## src/rtl/vram_bus_arbiter.sv

```systemverilog
// vram_bus_arbiter
//   Owns the single-port video RAM and shares it between three masters:
//   the CPU (default owner), the VGA line fetcher (hold/hold_ack, highest
//   priority, never preempted) and the blitter (req/gnt, bounded bursts).
//   Every ownership change passes through GAP_CYCLES dead cycles during
//   which no write can reach the RAM. Bursts longer than MAX_BURST are cut
//   off, and the CPU then keeps the bus for at least CPU_MIN cycles.
//
// Ports
//   i_clk, i_rst_n            clock, synchronous active-low reset
//   i_cpu_addr/wdata/we       CPU request; o_cpu_ready = CPU owns the bus
//   i_vga_hold, i_vga_addr    VGA request; o_vga_hold_ack = VGA owns the bus
//   i_blt_req/addr/wdata/we   blitter request; o_blt_gnt = blitter owns the bus
//   o_mem_addr/wdata/we       RAM port, muxed combinationally from the owner
//   i_mem_rdata, o_rd_data    RAM read data, broadcast to every master
module vram_bus_arbiter #(
  parameter int AW         = 12,
  parameter int DW         = 16,
  parameter int GAP_CYCLES = 1,
  parameter int MAX_BURST  = 64,
  parameter int CPU_MIN    = 4
) (
  input  logic          i_clk,
  input  logic          i_rst_n,
  input  logic [AW-1:0] i_cpu_addr,
  input  logic [DW-1:0] i_cpu_wdata,
  input  logic          i_cpu_we,
  output logic          o_cpu_ready,
  input  logic          i_vga_hold,
  output logic          o_vga_hold_ack,
  input  logic [AW-1:0] i_vga_addr,
  input  logic          i_blt_req,
  output logic          o_blt_gnt,
  input  logic [AW-1:0] i_blt_addr,
  input  logic [DW-1:0] i_blt_wdata,
  input  logic          i_blt_we,
  output logic [AW-1:0] o_mem_addr,
  output logic [DW-1:0] o_mem_wdata,
  output logic          o_mem_we,
  input  logic [DW-1:0] i_mem_rdata,
  output logic [DW-1:0] o_rd_data
);

  localparam int BW = $clog2(MAX_BURST + 1);
  localparam int CW = $clog2(CPU_MIN + 1);
  localparam int GW = (GAP_CYCLES > 1) ? $clog2(GAP_CYCLES) : 1;

  localparam logic [BW-1:0] BURST_LAST = BW'(MAX_BURST - 1);
  localparam logic [CW-1:0] CPU_MIN_V  = CW'(CPU_MIN);
  localparam logic [GW-1:0] GAP_LAST   = GW'(GAP_CYCLES - 1);

  typedef enum logic [1:0] {
    S_CPU = 2'd0,
    S_GAP = 2'd1,
    S_VGA = 2'd2,
    S_BLT = 2'd3
  } state_t;

  typedef enum logic [1:0] {
    O_CPU = 2'd0,
    O_VGA = 2'd1,
    O_BLT = 2'd2
  } owner_t;

  state_t          r_state;
  owner_t          r_next_owner;
  logic [GW-1:0]   r_gap_cnt;
  logic [BW-1:0]   r_burst_cnt;
  logic [CW-1:0]   r_cpu_cnt;
  logic [AW-1:0]   r_last_addr;
  logic            r_cpu_ready;
  logic            r_vga_hold_ack;
  logic            r_blt_gnt;

  state_t          w_state_nxt;
  owner_t          w_owner_nxt;
  owner_t          w_target;
  logic [GW-1:0]   w_gap_nxt;
  logic [BW-1:0]   w_burst_nxt;
  logic [CW-1:0]   w_cpu_cnt_nxt;
  logic            w_blt_elig;
  logic [AW-1:0]   w_mem_addr;
  logic [DW-1:0]   w_mem_wdata;
  logic            w_mem_we;

  // cpu_cnt saturates at CPU_MIN, so "at least CPU_MIN" is an equality test.
  assign w_blt_elig = (r_cpu_cnt == CPU_MIN_V);

  // Next-state and bookkeeping for the ownership FSM.
  always_comb begin
    w_state_nxt   = r_state;
    w_owner_nxt   = r_next_owner;
    w_target      = r_next_owner;
    w_gap_nxt     = r_gap_cnt;
    w_burst_nxt   = r_burst_cnt;
    w_cpu_cnt_nxt = r_cpu_cnt;
    case (r_state)
      S_CPU: begin
        if (r_cpu_cnt != CPU_MIN_V) begin
          w_cpu_cnt_nxt = r_cpu_cnt + 1'b1;
        end else begin
          w_cpu_cnt_nxt = r_cpu_cnt;
        end
        if (i_vga_hold) begin
          w_state_nxt = S_GAP;
          w_owner_nxt = O_VGA;
          w_gap_nxt   = '0;
        end else if (i_blt_req && w_blt_elig) begin
          w_state_nxt = S_GAP;
          w_owner_nxt = O_BLT;
          w_gap_nxt   = '0;
        end else begin
          w_state_nxt = S_CPU;
        end
      end
      S_GAP: begin
        // VGA may steal a gap that was heading to the blitter; the gap
        // counter keeps running so the dead time is not lengthened.
        if ((r_next_owner == O_BLT) && i_vga_hold) begin
          w_target = O_VGA;
        end else begin
          w_target = r_next_owner;
        end
        w_owner_nxt = w_target;
        if (r_gap_cnt == GAP_LAST) begin
          // A requester that gave up during the gap hands the bus back to the CPU.
          case (w_target)
            O_VGA:   w_state_nxt = i_vga_hold ? S_VGA : S_CPU;
            O_BLT:   w_state_nxt = i_blt_req ? S_BLT : S_CPU;
            default: w_state_nxt = S_CPU;
          endcase
        end else begin
          w_gap_nxt = r_gap_cnt + 1'b1;
        end
      end
      S_VGA: begin
        if (!i_vga_hold) begin
          w_state_nxt = S_GAP;
          w_gap_nxt   = '0;
          w_owner_nxt = (i_blt_req && w_blt_elig) ? O_BLT : O_CPU;
        end else begin
          w_state_nxt = S_VGA;
        end
      end
      S_BLT: begin
        w_burst_nxt = r_burst_cnt + 1'b1;
        if (i_vga_hold) begin
          w_state_nxt = S_GAP;
          w_gap_nxt   = '0;
          w_owner_nxt = O_VGA;
          w_burst_nxt = '0;
        end else if (!i_blt_req) begin
          w_state_nxt = S_GAP;
          w_gap_nxt   = '0;
          w_owner_nxt = O_CPU;
          w_burst_nxt = '0;
        end else if (r_burst_cnt == BURST_LAST) begin
          // Expired burst: the CPU must run CPU_MIN cycles before the blitter returns.
          w_state_nxt   = S_GAP;
          w_gap_nxt     = '0;
          w_owner_nxt   = O_CPU;
          w_burst_nxt   = '0;
          w_cpu_cnt_nxt = '0;
        end else begin
          w_state_nxt = S_BLT;
        end
      end
      default: begin
        w_state_nxt = S_CPU;
        w_owner_nxt = O_CPU;
      end
    endcase
  end

  // State, counters and registered grant outputs.
  always_ff @(posedge i_clk) begin
    if (!i_rst_n) begin
      r_state        <= S_CPU;
      r_next_owner   <= O_CPU;
      r_gap_cnt      <= '0;
      r_burst_cnt    <= '0;
      r_cpu_cnt      <= CPU_MIN_V;
      r_last_addr    <= i_cpu_addr;
      r_cpu_ready    <= 1'b1;
      r_vga_hold_ack <= 1'b0;
      r_blt_gnt      <= 1'b0;
    end else begin
      r_state        <= w_state_nxt;
      r_next_owner   <= w_owner_nxt;
      r_gap_cnt      <= w_gap_nxt;
      r_burst_cnt    <= w_burst_nxt;
      r_cpu_cnt      <= w_cpu_cnt_nxt;
      r_last_addr    <= w_mem_addr;
      r_cpu_ready    <= (w_state_nxt == S_CPU);
      r_vga_hold_ack <= (w_state_nxt == S_VGA);
      r_blt_gnt      <= (w_state_nxt == S_BLT);
    end
  end

  // RAM data-path mux; during a gap the previous owner's address is held
  // so its final read still completes.
  always_comb begin
    w_mem_addr  = r_last_addr;
    w_mem_wdata = '0;
    w_mem_we    = 1'b0;
    case (r_state)
      S_CPU: begin
        w_mem_addr  = i_cpu_addr;
        w_mem_wdata = i_cpu_wdata;
        w_mem_we    = i_cpu_we;
      end
      S_VGA: begin
        w_mem_addr  = i_vga_addr;
        w_mem_wdata = '0;
        w_mem_we    = 1'b0;
      end
      S_BLT: begin
        w_mem_addr  = i_blt_addr;
        w_mem_wdata = i_blt_wdata;
        w_mem_we    = i_blt_we;
      end
      default: begin
        w_mem_addr  = r_last_addr;
        w_mem_wdata = '0;
        w_mem_we    = 1'b0;
      end
    endcase
  end

  // Reset suppresses any write in the reset cycle itself and parks the
  // address on the CPU.
  assign o_mem_addr     = i_rst_n ? w_mem_addr : i_cpu_addr;
  assign o_mem_wdata    = w_mem_wdata;
  assign o_mem_we       = i_rst_n & w_mem_we;
  assign o_rd_data      = i_mem_rdata;
  assign o_cpu_ready    = r_cpu_ready;
  assign o_vga_hold_ack = r_vga_hold_ack;
  assign o_blt_gnt      = r_blt_gnt;

endmodule
```

## config.mk

```make
export PLATFORM = sky130hd
export DESIGN_NAME = vram_bus_arbiter
export DESIGN_NICKNAME = d
export VERILOG_FILES = /design/src/rtl/vram_bus_arbiter.sv
export SDC_FILE = /design/constraint.sdc
export NUM_CORES = 1
export LEC_CHECK = 0
export ABC_AREA = 1
export BUFFER_PORTS_ARGS = -buffer_cell sky130_fd_sc_hd__buf_4
export CORE_ASPECT_RATIO = 0.5
export CORE_MARGIN = 5
export CORE_UTILIZATION = 39
export CTS_BUF_LIST = sky130_fd_sc_hd__clkbuf_4 sky130_fd_sc_hd__clkbuf_8
export CTS_CLUSTER_DIAMETER = 80
export DETAILED_ROUTE_END_ITERATION = 10
export PLACE_DENSITY_LB_ADDON = 0.25
export REMOVE_ABC_BUFFERS = 1
export SLEW_MARGIN = 10
export SYNTH_ARGS = -nofsm -noshare
export SYNTH_HDL_FRONTEND = slang
export SYNTH_SLANG_ARGS = --single-unit
```

## constraint.sdc

```tcl
create_clock -name i_clk -period 1.6 [get_ports i_clk]
set_input_delay 0.32 -clock i_clk [delete_from_list [all_inputs] [get_ports i_clk]]
set_output_delay 0.32 -clock i_clk [all_outputs]
set_load 0.005 [all_outputs]
```

==> run summary, run 1 <==
The total via count after detailed routing is 2504. The worst setup path category is reg -> out. met2 is the most crowded layer. The maximum ir drop on the vdd rail is ~0.00046 V. The net count of the finished layout is between 500 and 600. The number of levels in the clock H-tree came out at 2. The required time of the critical path is 1.28 ns.

Of all nets on the critical path, the largest fanout is 5. The synthesis-stage register bit count came out at 29. The leakage dissipation came out at ~0.0017 µW. The total routing usage reported by global routing is 20.1%. The post-detailed-placement half-perimeter wirelength is 5300 µm. TritonCTS built the clock tree. At the pin with the least slew margin, the transition time is 0.199 ns.

The slack of the critical path is -0.317 ns. The area enclosed by the die boundary came out at a little under 0.007 mm². In this run the cell area of the synthesized design comes to 0.00204 mm². Power spread over the standard cell area amounts to 896 mW/mm². The number of cells on the worst hold path is 2. Grouping stages by cell kind, the critical path spends the most delay in flip-flops. The biggest cell delay along the critical path came out at 0.40 ns.

The arrival time of the worst setup path came out at 1.60 ns. Global routing consumed, on the met2 layer, 35.0% of the routing resources. Once placement completed, the tool counted placed cells totaling slightly below 500.

The most used flip-flop cell after synthesis is dfxtp_1. The maximum clock skew at final layout is about 0.0057 ns. Across the run, the number of max-cap violations was 0.

The critical path contains buffers and inverters numbering 3 combined. After detailed routing, the average wire length per cell comes to 15.3 µm. The cell with the most instances after synthesis is nand2_1. The number of clock sinks came out at 29. The share of flip-flops with an asynchronous set or reset after synthesis came out at 0%.

The number of synthesized flops with an enable pin is 0. The worst-case clock buffer depth is 2. The core region area is 0.00500 mm². The die width came out at 112 µm.

Summed over all layers, the global routing overflow is 0. STA classifies the critical path endpoint as a primary output. STA classifies the critical path startpoint as a register.

The area growth from synthesis to final layout came out at 70.0%. The share of layout cells above drive strength 1 came out at 50.3%. Dividing the detail-routed via count by the number of cells gives 5.02. The post-layout minimum cycle time is 1.92 ns. The total of buffers placed on input and output ports came out at between 100 and 150. Counting distinct cell types in the post-synthesis netlist gives 29. The height of the die came out at 61.1 µm. The most numerous cell type found on the critical path is buf_6. The hold violation count in the final report came out at 0. The clock reaches the later pin of the worst-skew pair after between 0.2 and 0.3 ns. The startpoint identified for the worst register-to-register timing path is r_state[1]$_SDFF_PN0_. After routing, the total negative slack on setup checks comes to -6.95 ns.

The number of global-route vias before repair came to 2427. The total power draw came out at 3100 µW. The worst-case register-to-register setup slack is around 0.080 ns.

Summed over all instances, the cell type with the most area after synthesis is dfxtp_1. The global-route wire length before repair came out at 11100 µm. The cell count after synthesis came out at around 310. After synthesis, the most frequently instantiated cells are nand2_1, inv_1, dfxtp_1, a21oi_1, nand3_1. The effective utilization at floorplan is 40.8%. The cell row count came out at 18. For this run, the number of standard cells in the final layout without fillers is 499. The number of antenna diodes in the final layout is 0.

The violation count after the first detailed-routing iteration is 212. Setup repair after global routing could not meet its margin everywhere. By area the synthesized netlist is led by dfxtp_1, nand2_1, buf_4, a21oi_1, ha_1. Summing the sequential cell areas from Yosys gives 28.5% of the chip area.

The number of antenna violations at the first check in global routing is 0. The synthesized area per cell came out at around 6.5 µm². The run finished, with violations left. The final routed DRC violation total is 0.

The number of cells on the worst reg-to-reg path came out at 10. The number of iterations in the first detailed-routing pass came out at 4. The global placement routability congestion came out at between 0.8 and 0.9. The number of pins exceeding their max-slew limit in the final report is 0.

The register clock-pin slew on the reported worst setup and hold paths is 0.06 ns. In the global route stage, met1 resource usage came out at 22.5%. Summed over its instances, the top area cell type makes up between 20% and 30% of the synthesized netlist area.

In this run the tightest slew margin relative to its limit is 86.7%. The type of the most critical hold path is in -> reg. The final critical path takes up 120% of the cycle.

The upper clock frequency limit came out at 522 MHz. The final count of negative-setup-slack endpoints came out at 29. The boundary pin count is 138.

The number of nets with antenna violations after detailed routing came out at 0. Traced cell by cell, the critical path runs through inv_4, ha_4, buf_6, nand2_1, nand3_1, a32o_2, buf_6. The number of CTS-inserted buffers is 5. The final reports fail on setup timing. The root cell of the clock tree is clkbuf_8. For this run, global-route usage on met3 was measured as slightly below 10%. The maximum number of pins on one net before global-route repair is 17. The terminus of the critical flop-to-flop path is r_cpu_cnt[0]$_SDFFE_PN0P_. The total wirelength of the detailed-routed design came out at between 7000 and 8000 µm.

The worst hold path terminates at r_last_addr[0]$_DFF_P_. The cell with the largest stage delay on the worst path is dfxtp_4. The startpoint identified for the worst hold timing path is i_cpu_addr[0]. Yosys printed 0 warnings.
-- area by class of cell --
cell class,count,area [µm²]
clock inverters,2,10.0
fillers,391,1530
well taps,70,87.6
repair buffers,138,1240
clock buffers,6,76.3
inverters,40,160
multi-input cells,214,1310
flip-flops and latches,29,586
-- routing by layer --
metal / up-vias / wire [µm]
li1: 1219 / -
met1: 1126 / 2930
met2: 143 / 3590
met3: 16 / 915
met4: 0 / 178
met5: - / 0
-- kinds of logic (layout without fill, tap and decap cells) --
| group | count (synthesis) | in the layout | share of synthesized area, % |
|---|---|---|---|
| XOR/XNOR | 2 | 2 | 0.860 |
| AO/OA/AOI/OAI | 50 | 50 | 16.0 |
| buffers and inverters | 71 | 186 | 17.5 |
| AND/OR/NAND/NOR | 152 | 152 | 31.1 |
| flip-flops | 29 | 29 | 28.5 |
| adder cells (fa/ha/maj) | 10 | 10 | 6.14 |
-- worst reg2reg max path: stages, from the launching register on --
cell and delay (ns):
dfxtp_2 0.33, buf_6 0.12, ha_4 0.18, buf_8 0.15
buf_4 0.17, inv_4 0.08, nor2_4 0.05, nor2_2 0.07
nand2_1 0.10, o21ai_1 0.13, inv_1 0.05
-- flip-flops by register name, indices dropped and copies added (netlist names) --
signal,flops
o_blt_gnt,1
o_cpu_ready,1
o_vga_hold_ack,1
r_burst_cnt,7
r_cpu_cnt,3
r_last_addr,12
r_next_owner,2
r_state,2
-- what timing repair did --
item	in CTS	in global routing
hold buffers	0	0
pin swaps	16	14
gates cloned	1	4
gates resized for setup	44	46
setup endpoints to repair	29	33
setup buffers	3	2
-- power breakdown --
part | switching [µW] | internal, µW
Combinational | 745 | 855
Clock | 269 | 317
Sequential | 71.3 | 846
-- metrics by stage --
step / utilization, % / setup WS [ns] / cell area (µm²) / hold WS [ns]
6_report: 69.3 / -0.317 / 3470 / 0.285
5_1_grt: 69.3 / -0.367 / 3470 / 0.285
4_1_cts: 64.6 / -0.286 / 3230 / 0.280
3_5_place_dp: 58.9 / -0.0901 / 2940 / 0.435
3_3_place_gp: 58.9 / -0.0195 / 2940 / 0.429
2_1_floorplan: - / -0.312 / 1830 / 0.420
-- layout by cell type (no fill, tap or decap), drive strengths merged --
master	count
xor2	1
nand4	1
ha	10
o21ai	8
xnor2	1
a21boi	1
a32o	12
inv	39
nor2	18
nand3b	1
buf	134
clkbuf	10
a21oi	27
nand3	23
dfxtp	29
a211oi	1
nand2	105
clkinv	3
o21a	1
nor3	4
-- worst max path at each step --
stage / cells after the start / slack (ns) / to / start
6_report: 7 / -0.32 / o_mem_addr[1] / r_state[0]$_SDFF_PN0_
5_1_grt: 7 / -0.37 / o_mem_addr[1] / r_state[1]$_SDFF_PN0_
4_1_cts: 7 / -0.29 / o_mem_addr[7] / r_state[0]$_SDFF_PN0_
3_5_place_dp: 7 / -0.09 / o_mem_addr[6] / r_state[0]$_SDFF_PN0_
3_3_place_gp: 6 / -0.02 / o_mem_addr[6] / r_state[1]$_SDFF_PN0_
2_1_floorplan: 5 / -0.31 / o_mem_addr[0] / r_state[0]$_SDFF_PN0_
(Power assumes the default switching activity.)
==> run 2, diff against run 1 <==
--- a/config.mk
+++ b/config.mk
@@ -7,7 +7,7 @@
 export LEC_CHECK = 0
 export ABC_AREA = 1
 export BUFFER_PORTS_ARGS = -buffer_cell sky130_fd_sc_hd__buf_4
-export CORE_ASPECT_RATIO = 0.5
+export CORE_ASPECT_RATIO = 1.1
 export CORE_MARGIN = 5
 export CORE_UTILIZATION = 39
 export CTS_BUF_LIST = sky130_fd_sc_hd__clkbuf_4 sky130_fd_sc_hd__clkbuf_8
==> run summary, run 2 (synthesis results as in run 1) <==
The effective utilization at floorplan came out at 40.5% (was 40.8%). The number of global-route vias before repair is 2431 (was 2427). The global placement routability congestion came out at 0.789 (was 0.818). The final count of negative-setup-slack endpoints is 29 (unchanged). RSZ-0062 raised after global routing: true (unchanged).

The area growth from synthesis to final layout is 63.8% (was 70.0%). The die width came out at 78.9 µm (was 112 µm). The number of cells on the worst hold path came to 2 (unchanged). The slack of the critical path came out at -0.300 ns (was -0.317 ns). Failing checks: setup timing (unchanged). The clock tree from TritonCTS is yes (unchanged). The antenna cell count is 0 (unchanged). The final worst-path cycle share came out at 119% (was 120%).

The post-detailed-placement half-perimeter wirelength is 4880 µm (was 5300 µm). The leakage dissipation came out at 0.00167 µW (was 0.00173 µW). The flip-flop count of the largest register, all copies and words added is 12 (unchanged). The total routing usage reported by global routing is 20.1% (about the same).

The number of CTS-inserted buffers came to 5 (unchanged). The number of nets with antenna violations after detailed routing came out at 0 (unchanged). The final-layout worst hold slack is 0.265 ns (was 0.285 ns). The hold buffer count at CTS came out at 0 (unchanged).

The largest fanout on the critical path came out at 7 (was 5). The number of antenna violations at the first check in global routing is 0 (unchanged). The total via count after detailed routing came out at 2448 (was 2504). The core region area came out at 0.00503 mm² (was 0.00500 mm²).

The source-to-sink clock delay at the later pin of the worst-skew pair is 0.28 ns (about the same). The worst-margin pin slew is 0.194 ns (was 0.199 ns). The number of cells on the worst reg-to-reg path was 10 (unchanged). The post-layout minimum cycle time came out at 1.90 ns (was 1.92 ns). The capture endpoint of the worst hold path is r_last_addr[9]$_DFF_P_ (was r_last_addr[0]$_DFF_P_). The relative slew slack came out at 87.1% (was 86.7%).

The maximum number of pins on one net before global-route repair came out at 21 (was 17). The total wirelength of the detailed-routed design is 6770 µm (was 7610 µm). The category of the worst setup path capture point is a primary output (unchanged).

The power density of the placed cells came out at 913 mW/mm² (was 896 mW/mm²). Most frequent cells in the layout: buf_4, nand2_1, inv_1 (unchanged). The worst min-delay path startpoint is i_cpu_addr[9] (was i_cpu_addr[0]).

The area enclosed by the die boundary came out at 0.00677 mm² (was 0.00686 mm²). The arrival time of the worst setup path came out at 1.58 ns (was 1.60 ns). The commonest non-fill, non-tap cell in the layout was buf_4 (unchanged). The number of clock sinks came out at 29 (unchanged). The setup TNS after final layout is -6.40 ns (was -6.95 ns). The total power draw was 3050 µW (was 3100 µW). The final instance area was 0.00334 mm² (was 0.00347 mm²). The register clock-pin slew on the reported worst setup and hold paths was 0.06 ns (about the same). The upper clock frequency limit came out at 526 MHz (was 522 MHz). The number of levels in the clock H-tree came out at 2 (unchanged).

The total of buffers placed on input and output ports came out at 105 (unchanged). Run status: finished with violations (unchanged). The final routed DRC violation total is 0 (unchanged). The number of pins exceeding their max-slew limit in the final report came to 0 (unchanged). The total overflow reported by the global router is 0 (unchanged). The launching point of the worst reg2reg path is r_state[1]$_SDFF_PN0_ (unchanged).

The share of layout cells above drive strength 1 came out at 47.4% (was 50.3%). The worst-case register-to-register setup slack is 0.05 ns (was 0.08 ns). The maximum ir drop on the vdd rail was 0.000519 V (was 0.000462 V). The boundary pin count came out at 138 (unchanged). The detail-routed net length per standard cell is 13.9 µm (was 15.3 µm). The worst-case clock buffer depth is 2 (unchanged). The routed via count divided by cell count was 5.02 (about the same). The utilization of the core after routing is 66.3% (was 69.3%). The terminus of the critical flop-to-flop path is r_cpu_cnt[0]$_SDFFE_PN0P_ (unchanged). The number of iterations in the first detailed-routing pass came out at 4 (unchanged).

The layout net count is 529 (was 528). The maximum clock skew at final layout is 0.00399 ns (was 0.00569 ns). The count of max-cap constraint violations is 0 (unchanged).

The global-route wire length before repair is 10900 µm (was 11100 µm). The launching element type of the critical path is a register (unchanged). The height of the die is 85.8 µm (was 61.1 µm). The placement-stage cell area is 0.00289 mm² (was 0.00294 mm²). The violation count after the first detailed-routing iteration came out at 85 (was 212).

The register with the most flip-flops is r_last_addr (unchanged). The worst setup path category is reg -> out (unchanged). Largest regs: r_last_addr x12, r_burst_cnt x7, r_cpu_cnt x3 (unchanged). The cell row count came to 27 (was 18). The root cell of the clock tree is clkbuf_8 (unchanged). The type of the most critical hold path was in -> reg (unchanged). The required time of the critical path is 1.28 ns (about the same).

The hold violation count in the final report is 0 (unchanged).
-- run 2: power breakdown --
| part | internal (µW) | switching [µW] |
|---|---|---|
| Clock | 359 | 262 |
| Sequential | 848 | 64.5 |
| Combinational | 796 | 719 |
-- run 2: worst max-delay path, cell delays in order (launching register included) --
cell     delay, ns
dfxtp_4       0.37
buf_6         0.11
ha_4          0.21
buf_8         0.15
nand2_1       0.06
a32o_2        0.27
buf_4         0.14
-- run 2: layer usage --
layer | vias to the layer above | wire length, µm | GRT usage [%] | share of wire [%]
met2 | 119 | 3500 | 35.4 | 52
met3 | 15 | 696 | 7.98 | 10
met4 | 0 | 173 | 7.19 | 2.6
met1 | 1094 | 2400 | 21.5 | 35
met5 | - | 0 | 2.31 | 0
li1 | 1220 | - | - | -
-- run 2: final cells by class --
cell class | instances | area, µm²
Fill cell | 420 | 1690
Multi-Input combinational cell | 214 | 1260
Timing Repair Buffer | 139 | 1170
Sequential cell | 29 | 587
Inverter | 40 | 160
Clock buffer | 8 | 91.3
Tap cell | 58 | 72.6
-- run 2: worst max path at each step --
stage,startpoint,endpoint
2_1_floorplan,r_state[0]$_SDFF_PN0_,o_mem_addr[0]
3_3_place_gp,r_state[1]$_SDFF_PN0_,o_mem_addr[0]
3_5_place_dp,r_state[1]$_SDFF_PN0_,o_mem_addr[4]
4_1_cts,r_state[0]$_SDFF_PN0_,o_mem_addr[4]
5_1_grt,r_state[0]$_SDFF_PN0_,o_mem_addr[0]
6_report,r_state[0]$_SDFF_PN0_,o_mem_addr[11]
-- run 2: stage by stage --
stage | setup slack [ns] | cells
floorplan | -0.312 | 283
global placement | -0.0469 | 467
detailed placement | -0.112 | 467
CTS | -0.299 | 483
global route | -0.364 | 488
finish | -0.300 | 488
-- run 2: timing repair --
action                     CTS  global route
buffers inserted             7             5
setup endpoints to repair   33            36
resized for setup           41            26
cloned                       1             0
pin swaps                    2             5
